[src/rtl/dbg_cmd_master_if.sv]
// Host byte link, debug-bus request channel and status flags of dbg_cmd_master.
// The master modport is the command master's view; slave is the host/debug-module side.
interface dbg_cmd_master_if;
  logic [7:0]  rx_data_i;
  logic        rx_valid_i;
  logic [7:0]  tx_data_o;
  logic        tx_valid_o;
  logic        tx_ready_i;
  logic        dbg_req_o;
  logic        dbg_we_o;
  logic [31:0] dbg_addr_o;
  logic [31:0] dbg_wdata_o;
  logic        dbg_ack_i;
  logic [31:0] dbg_rdata_i;
  logic        busy_o;
  logic        overrun_o;

  modport master (
    input  rx_data_i, rx_valid_i, tx_ready_i, dbg_ack_i, dbg_rdata_i,
    output tx_data_o, tx_valid_o, dbg_req_o, dbg_we_o, dbg_addr_o, dbg_wdata_o,
    output busy_o, overrun_o
  );

  modport slave (
    output rx_data_i, rx_valid_i, tx_ready_i, dbg_ack_i, dbg_rdata_i,
    input  tx_data_o, tx_valid_o, dbg_req_o, dbg_we_o, dbg_addr_o, dbg_wdata_o,
    input  busy_o, overrun_o
  );
endinterface

[src/rtl/dbg_cmd_master.sv]
// Turns host read/write frames into one debug-bus request each, then answers A5 (+rdata) or EE.
// Request lasts from 1 cycle to TIMEOUT_CYCLES; rx has no backpressure (dropped bytes set overrun), tx holds until ready.
module dbg_cmd_master #(
  parameter int TIMEOUT_CYCLES = 1024
) (
  input logic              clk,
  input logic              rstn_i,
  dbg_cmd_master_if.master bus
);

  localparam logic [2:0] S_IDLE  = 3'd0;
  localparam logic [2:0] S_ADDR  = 3'd1;
  localparam logic [2:0] S_WDATA = 3'd2;
  localparam logic [2:0] S_REQ   = 3'd3;
  localparam logic [2:0] S_RESP  = 3'd4;
  localparam logic [2:0] S_ERR   = 3'd5;

  localparam int            TW       = $clog2(TIMEOUT_CYCLES) + 1;
  localparam logic [TW-1:0] TMO_LAST = TW'(TIMEOUT_CYCLES - 1);

  logic [2:0]    state_q, state_d;
  logic          we_q, we_d;
  logic [31:0]   addr_q, addr_d;
  logic [31:0]   wdata_q, wdata_d;
  logic [31:0]   rdata_q, rdata_d;
  logic [2:0]    cnt_q, cnt_d;
  logic [TW-1:0] tmo_q, tmo_d;
  logic          ovr_q, ovr_d;

  logic          tx_valid;
  logic [7:0]    tx_data;
  logic          tx_hs;
  logic [1:0]    rsel;

  // RESP byte 0 is the status; bytes 1..4 are rdata LSB-first
  assign rsel  = 2'(cnt_q - 3'd1);
  assign tx_hs = tx_valid && bus.tx_ready_i;

  always_comb begin
    tx_valid = 1'b0;
    tx_data  = 8'h00;
    if (state_q == S_RESP) begin
      tx_valid = 1'b1;
      tx_data  = (cnt_q == 3'd0) ? 8'hA5 : rdata_q[{rsel, 3'b000} +: 8];
    end else if (state_q == S_ERR) begin
      tx_valid = 1'b1;
      tx_data  = 8'hEE;
    end
  end

  always_comb begin
    state_d = state_q;
    we_d    = we_q;
    addr_d  = addr_q;
    wdata_d = wdata_q;
    rdata_d = rdata_q;
    cnt_d   = cnt_q;
    tmo_d   = '0;
    ovr_d   = ovr_q;
    case (state_q)
      S_IDLE: begin
        if (bus.rx_valid_i) begin
          cnt_d = 3'd0;
          if (bus.rx_data_i == 8'h01) begin
            we_d    = 1'b0;
            state_d = S_ADDR;
          end else if (bus.rx_data_i == 8'h02) begin
            we_d    = 1'b1;
            state_d = S_ADDR;
          end else begin
            state_d = S_ERR;
          end
        end
      end
      S_ADDR: begin
        if (bus.rx_valid_i) begin
          addr_d[{cnt_q[1:0], 3'b000} +: 8] = bus.rx_data_i;
          if (cnt_q == 3'd3) begin
            cnt_d   = 3'd0;
            state_d = we_q ? S_WDATA : S_REQ;
          end else begin
            cnt_d = cnt_q + 3'd1;
          end
        end
      end
      S_WDATA: begin
        if (bus.rx_valid_i) begin
          wdata_d[{cnt_q[1:0], 3'b000} +: 8] = bus.rx_data_i;
          if (cnt_q == 3'd3) begin
            cnt_d   = 3'd0;
            state_d = S_REQ;
          end else begin
            cnt_d = cnt_q + 3'd1;
          end
        end
      end
      S_REQ: begin
        // ack wins over a timeout landing in the same cycle
        if (bus.dbg_ack_i) begin
          if (!we_q) rdata_d = bus.dbg_rdata_i;
          cnt_d   = 3'd0;
          state_d = S_RESP;
        end else if (tmo_q == TMO_LAST) begin
          state_d = S_ERR;
        end else begin
          tmo_d = tmo_q + 1'b1;
        end
      end
      S_RESP: begin
        if (tx_hs) begin
          if (we_q || cnt_q == 3'd4) begin
            cnt_d   = 3'd0;
            state_d = S_IDLE;
          end else begin
            cnt_d = cnt_q + 3'd1;
          end
        end
      end
      S_ERR: begin
        if (tx_hs) state_d = S_IDLE;
      end
      default: state_d = S_IDLE;
    endcase
    if (bus.rx_valid_i && (state_q == S_REQ || state_q == S_RESP || state_q == S_ERR))
      ovr_d = 1'b1;
  end

  always_ff @(posedge clk or negedge rstn_i) begin
    if (!rstn_i) begin
      state_q <= S_IDLE;
      we_q    <= 1'b0;
      addr_q  <= '0;
      wdata_q <= '0;
      rdata_q <= '0;
      cnt_q   <= '0;
      tmo_q   <= '0;
      ovr_q   <= 1'b0;
    end else begin
      state_q <= state_d;
      we_q    <= we_d;
      addr_q  <= addr_d;
      wdata_q <= wdata_d;
      rdata_q <= rdata_d;
      cnt_q   <= cnt_d;
      tmo_q   <= tmo_d;
      ovr_q   <= ovr_d;
    end
  end

  assign bus.tx_valid_o  = tx_valid;
  assign bus.tx_data_o   = tx_data;
  assign bus.dbg_req_o   = (state_q == S_REQ);
  assign bus.dbg_we_o    = we_q;
  assign bus.dbg_addr_o  = addr_q;
  assign bus.dbg_wdata_o = wdata_q;
  assign bus.busy_o      = (state_q != S_IDLE);
  assign bus.overrun_o   = ovr_q;

endmodule

[src/flat_wrapper.sv]
// flat-port wrapper written by rule: the top's interface ports become plain ports
module dbg_cmd_master_flat 
#(
  parameter int TIMEOUT_CYCLES = 1024
)
  (clk, rstn_i, bus_rx_data_i, bus_rx_valid_i, bus_tx_ready_i, bus_dbg_ack_i, bus_dbg_rdata_i, bus_tx_data_o, bus_tx_valid_o, bus_dbg_req_o, bus_dbg_we_o, bus_dbg_addr_o, bus_dbg_wdata_o, bus_busy_o, bus_overrun_o);
  dbg_cmd_master_if bus_i ();
  input logic clk;
  input logic rstn_i;
  input wire logic [$bits(bus_i.rx_data_i)-1:0] bus_rx_data_i;
  input wire logic [$bits(bus_i.rx_valid_i)-1:0] bus_rx_valid_i;
  input wire logic [$bits(bus_i.tx_ready_i)-1:0] bus_tx_ready_i;
  input wire logic [$bits(bus_i.dbg_ack_i)-1:0] bus_dbg_ack_i;
  input wire logic [$bits(bus_i.dbg_rdata_i)-1:0] bus_dbg_rdata_i;
  output wire logic [$bits(bus_i.tx_data_o)-1:0] bus_tx_data_o;
  output wire logic [$bits(bus_i.tx_valid_o)-1:0] bus_tx_valid_o;
  output wire logic [$bits(bus_i.dbg_req_o)-1:0] bus_dbg_req_o;
  output wire logic [$bits(bus_i.dbg_we_o)-1:0] bus_dbg_we_o;
  output wire logic [$bits(bus_i.dbg_addr_o)-1:0] bus_dbg_addr_o;
  output wire logic [$bits(bus_i.dbg_wdata_o)-1:0] bus_dbg_wdata_o;
  output wire logic [$bits(bus_i.busy_o)-1:0] bus_busy_o;
  output wire logic [$bits(bus_i.overrun_o)-1:0] bus_overrun_o;
  assign bus_i.rx_data_i = bus_rx_data_i;
  assign bus_i.rx_valid_i = bus_rx_valid_i;
  assign bus_i.tx_ready_i = bus_tx_ready_i;
  assign bus_i.dbg_ack_i = bus_dbg_ack_i;
  assign bus_i.dbg_rdata_i = bus_dbg_rdata_i;
  assign bus_tx_data_o = bus_i.tx_data_o;
  assign bus_tx_valid_o = bus_i.tx_valid_o;
  assign bus_dbg_req_o = bus_i.dbg_req_o;
  assign bus_dbg_we_o = bus_i.dbg_we_o;
  assign bus_dbg_addr_o = bus_i.dbg_addr_o;
  assign bus_dbg_wdata_o = bus_i.dbg_wdata_o;
  assign bus_busy_o = bus_i.busy_o;
  assign bus_overrun_o = bus_i.overrun_o;
  dbg_cmd_master #(.TIMEOUT_CYCLES(TIMEOUT_CYCLES)) u_core (.clk(clk), .rstn_i(rstn_i), .bus(bus_i));
endmodule
[config.mk]
export PLATFORM = sky130hd
export DESIGN_NAME = dbg_cmd_master_flat
export DESIGN_NICKNAME = d
export VERILOG_FILES = /design/src/rtl/dbg_cmd_master_if.sv /design/src/rtl/dbg_cmd_master.sv /design/src/flat_wrapper.sv
export SDC_FILE = /design/constraint.sdc
export NUM_CORES = 1
export LEC_CHECK = 0
export CAP_MARGIN = 20
export CORE_AREA = 4 4 103 105
export DETAILED_ROUTE_END_ITERATION = 7
export DIE_AREA = 0 0 107 109
export GPL_ROUTABILITY_DRIVEN = 0
export PLACE_DENSITY = 0.87
export SYNTH_ARGS = -nofsm -noshare
export SYNTH_HDL_FRONTEND = slang
export SYNTH_SLANG_ARGS = --single-unit
[constraint.sdc]
create_clock -name clk -period 4.4 [get_ports clk]
set_clock_uncertainty 0.05 [all_clocks]
set_input_delay 0.88 -clock clk [delete_from_list [all_inputs] [get_ports clk]]
set_output_delay 0.88 -clock clk [all_outputs]
set_load 0.005 [all_outputs]
==> Word level (Yosys, flattened, before mapping) <==
Cells that the tools add are included.
{ "op_classes": {"add_sub_neg": 4, "eq_ne": 21, "shift": 3, "mux": 33, "n_bitwise": 1, "n_reduce_logical": 17} }
{ "ops": {"columns": ["op", "n"], "rows": [
  ["$bwmux W32", 2],
  ["$mux W3", 18],
  ["$mux W11", 3],
  ["$shift A8 B7 Y32 const A", 1],
  ["$shiftx A32 B6 Y8", 1],
  ["$shiftx A8 B7 Y32", 1],
  ["$mux W8", 3],
  ["$pmux W3 S6", 1],
  ["$pmux W3 S4", 1],
  ["$add A11 B1 Y11 const B", 1],
  ["$eq A11 B10 Y1 const B", 1],
  ["$ne A2 B1 Y1 const B", 5],
  ["$ne A2 B2 Y1 const B", 5],
  ["$eq A3 B2 Y1 const B", 3],
  ["$eq A3 B3 Y1 const B", 3],
  ["$reduce_and A9 Y1", 1],
  ["$eq A8 B1 Y1 const B", 1],
  ["$eq A8 B2 Y1 const B", 1],
  ["$neg A5 Y7", 1],
  ["$logic_not A3 Y1", 2],
  ["$reduce_and A3 Y1", 2],
  ["$mux W1", 5],
  ["$reduce_and A5 Y1", 1],
  ["$reduce_and A2 Y1", 2],
  ["other kinds (11)", 14]
]} }
{ "totals": {"reg_bits": 115, "inputBits": 45, "wordCells": 87} }

==> Depth between registers and ports, before layout <==
{ "depth": {"word_depth": 6, "depth_mapped": 7, "ltp_nobuf": 6} }

==> Worst setup path before layout <==
No wires, ideal clock.
{ "synth_path": {"path_type": "reg2out", "from": "reg u_core.cnt_q[0]", "to": "out bus_tx_data_o[1]", "t_arrival_ns": 1.682, "path_slack_ns": 1.788, "stages_incl_launch_ff": 7, "path_cell_list": "dfrtp_1 -> inv_2 -> ha_1 -> clkbuf_1 -> mux4_2 -> a21oi_1 -> nor2_1"} }
{ "synth_via": {"elab_chain_cells": 4, "word_cells_on_any_way": 5} }
{ "synth_rtl": {"columns": ["element", "line", "rtl"], "rows": [
  ["start, declared", "dbg_cmd_master.sv:26", "logic [2:0] cnt_q, cnt_d;"],
  ["start signal, assigned", "dbg_cmd_master.sv:144", "cnt_q <= cnt_d;"],
  ["$sub A2 B1 Y2", "dbg_cmd_master.sv:36", "assign rsel = 2'(cnt_q - 3'd1);"],
  ["$shiftx A32 B6 Y8", "dbg_cmd_master.sv:44", "tx_data = (cnt_q == 3'd0) ? 8'hA5 : rdata_q[{rsel, 3'b000} +: 8];"],
  ["$mux W8 (*)", "dbg_cmd_master.sv:44", null],
  ["$mux W8 (*)", "dbg_cmd_master.sv:42", "if (state_q == S_RESP) begin"],
  ["end, declared", "flat_wrapper.sv:15", "output wire logic [$bits(bus_i.tx_data_o)-1:0] bus_tx_data_o;"]
]} }
Mark *: on every way between the ends. The rest lies on a longest branch, timed or not.

==> Worst setup path after layout <==
{ "layout_path": {"from": "reg u_core.cnt_q[1]", "to": "out bus_tx_data_o[3]"} }
Same word-level chain as after synthesis.

==> qor.yml <==
status: "finished, final reports clean"
crit_required_ns: 3.47
synth_compound_area_share_pct: 8.744
r2r_cells: 5
cts_root_buffer: "clkbuf_8"
vdd_drop_max_mv: 0.4971
clkPwrFrac_pct: 32.4
fp.dieW_um: 107
p_int_uw: 2845
worst_r2r_endpoint: "u_core.bus.dbg_wdata_o[31]$_DFFE_PN0P_"
clk_path_buf_depth: 2
synth_edf_count: 0
synth_fp_nets: 510
area_growth_pct: 37.23
tritoncts: "done"
grtUsageTotal_pct: 23.42
seq_power_share_pct: 37.6
synth_area_sq_um: 5051
p_leak_uw: 0.002899
vias: 3955
h-tree-depth: 4
synth_top_area_cell: "dfrtp_1"
dp_slack_ns: 1.332
clock_latency_ns: 0.51
wirelength_mm: 12.90
synth_ff_type: "dfrtp_1"
synth_mux_area_share_pct: 12.48
synthArstFlopShare_pct: 100.0
p_sw_uw: 1252
cts.sinks: 115
hpwl_mm: 8.700
synth_top_family_by_area: "simple AND/OR/NAND/NOR gates"
setup_violations: 0
antenna_found_initial: 0
ioPinCount: 122
grt_pass1_wl_mm: 20.82
synth_simple_gate_area_share_pct: 15.18
grt_setup_unrepaired: "false"
final_net_count: 635
worst_pin_slew_ns: 1.033
numCtsBuffers: 17
drtIter0Drc: 211
grt_pass1_vias: 4097
cp_cell_sequence: "inv_1, ha_1, mux4_2, a21oi_1, nor2_1, clkdlybuf4s50_1"
p_per_area_nw_per_um2: 591.1
synth_fa_ha_area_share_pct: 1.734
criticalPathCategory: "flop to output pin"
synth_area_leaders: "dfrtp_1 57%, mux2_2 8.2%, nand2_1 8.0%"
rr_startpoint: "u_core.cnt_q[1]$_DFFE_PN0P_"
slowest_delay_ns: 0.63
start_util_pct: 52.40
synth-xor-area-share_pct: 1.734
synth_top_area_share_pct: 56.97
ys_ff_latch: 115
synth.distinct_cells: 38
final_area_sq_um: 6932
dp_cells: 696
synth_area_per_cell_sq_um: 11.03
drtPass1Iterations: 5
rows: 36
min_period_over_period_pct: 84.35
cts_setup_buffers: 0
arrival_ns: 2.78
core-area_sq_um: 9639
io_buffer_count: 121
ys_seq_area_share_pct: 56.97
clkSlewWorstSetupHoldPaths_ns: 0.06
die_h_um: 109
setup.worst_path.end_class: "output pin"
fin_crit_ns: 3.711
cp_slowest_cell: "ha_1"
slew_viol_final: 0
drv_cap: 0
fp.dieArea_sq_um: 11660
diodes: 0
power_uw: 4097
fmax_ghz: 0.2694
sw_frac_of_total_pct: 30.55
grt_max_degree: 87
crit_path_max_fanout: 13
combPwrFrac_pct: 30.0
postCtsHoldBufs: 0
hold_class: "input pin to async pin"
critPathCapture: "bus_tx_data_o[3]"
ys_top_cells_by_count: "115 x dfrtp_1, 108 x nand2_1, 67 x o21ai_0"
slew_headroom_pct: 30.57
final_antenna_net_count: 0
yosysMostFrequentCell: "dfrtp_1"
drive_gt1_share_pct: 15.94
vias_per_cell: 5.425
setup_tns_ns: 0
drc: 0
ys_warn_count: 0
cp-startpoint: "u_core.cnt_q[1]$_DFFE_PN0P_"
start_kind: "flop"
ff2ff_setup_slack_ns: 1.95
place_area_sq_um: 6324
fin_cells: 729
detail_route.wl_per_cell_um: 17.70
hold_violations: 0
post_cts_resized: 0
overflow: 0
syn_inst: 458
finalWorstSetupSlack_ns: 0.6886
[cell usage in the layout, fill, tap and decap left out, types with 3 or more instances in the layout]
master           netlist  layout
nand3_1                4       4
inv_6                  0       4
nand2_1              108     108
mux2_2                37      37
clkbuf_16              0      16
clkinvlp_4             0       4
mux2i_1                3       3
nor3_1                 6       6
nand2b_1               5       5
ha_1                   7       7
nor3b_2                3       3
xnor2_1                8       8
nor2_1                28      28
a21oi_1                8       8
o21ai_0               67      67
mux4_2                 7       7
dfrtp_1              115     115
clkdlybuf4s50_1        0     120
nand4_1                3       3
inv_1                  8       8
buf_4                  8       4
[state kept, by name (all words and copies together) (netlist names)]
| signal | cells |
|---|---|
| u_core.bus.dbg_addr_o | 32 |
| u_core.bus.dbg_wdata_o | 32 |
| u_core.rdata_q | 32 |
| u_core.tmo_q | 11 |
| u_core.cnt_q | 3 |
| u_core.state_q | 3 |
| u_core.bus.dbg_we_o | 1 |
| u_core.bus.overrun_o | 1 |
[kinds of logic (layout without fill, tap and decap cells)]
| family | count (synthesis) | after routing |
|---|---|---|
| compound gates | 81 | 81 |
| xor+xnor | 10 | 10 |
| fa+ha+maj | 7 | 7 |
| buf+inv | 28 | 166 |
| flops | 115 | 115 |
| mux | 48 | 48 |
| simple gates | 169 | 169 |
[power by group through the flow]
stage | logic, uW | clock network, uW | registers, uW
after floorplan | 728 | 0 | 1480
after global placement | 1160 | 0 | 1530
after detailed placement | 1200 | 0 | 1540
after CTS | 1230 | 1340 | 1540
after global routing | 1350 | 1400 | 1570
final | 1230 | 1330 | 1540
[worst min-delay path by stage]
| stage | endpoint | slack (ns) | start |
|---|---|---|---|
| after floorplan | u_core.tmo_q[0]$_DFF_PN0_ | 0.40 | u_core.tmo_q[0]$_DFF_PN0_ |
| final | u_core.bus.dbg_addr_o[10]$_DFFE_PN0P_ | 0.17 | rstn_i |
| after detailed placement | u_core.bus.overrun_o$_DFFE_PN0P_ | 0.41 | u_core.bus.overrun_o$_DFFE_PN0P_ |
| after global routing | u_core.bus.dbg_addr_o[10]$_DFFE_PN0P_ | 0.17 | rstn_i |
| after global placement | u_core.bus.dbg_wdata_o[18]$_DFFE_PN0P_ | 0.41 | u_core.bus.dbg_wdata_o[18]$_DFFE_PN0P_ |
| after CTS | u_core.bus.overrun_o$_DFFE_PN0P_ | 0.43 | u_core.bus.overrun_o$_DFFE_PN0P_ |
[worst max-delay path: cells and delay by family, from the launching register on]
family                     cells  cell delay [ns]
muxes                          1             0.40
and+or+nand+nor                1             0.09
AOI/OAI and AO/OA              1             0.22
DFF                            1             0.37
buffers and inverters          2             0.56
adders and majority gates      1             0.63
[metal layers]
metal	vias to the layer above	wire [um]	track usage, %
met2	134	6615	39.03
met3	32	636	6.394
met1	1964	5333	29.65
met4	0	318	8.402
met5	-	0	0
li1	1825	-	-
[metrics by stage]
step,hold WS [ns],util (%)
floorplan,0.4033,-
global placement,0.4125,65.60
detailed placement,0.4117,65.60
CTS,0.4295,71.63
global route,0.1701,71.91
finish,0.1701,71.91
[area by class of cell]
cell class | instances | area [sq um]
fill | 674 | 2708
sequential | 115 | 2878
tap | 133 | 166.4
clock inverter | 14 | 152.6
inverter | 9 | 33.78
multi-input combinational | 315 | 2014
clock buffer | 18 | 427.9
timing repair buffer | 125 | 1259
Note: power is estimated with default switching activity, not from simulation.
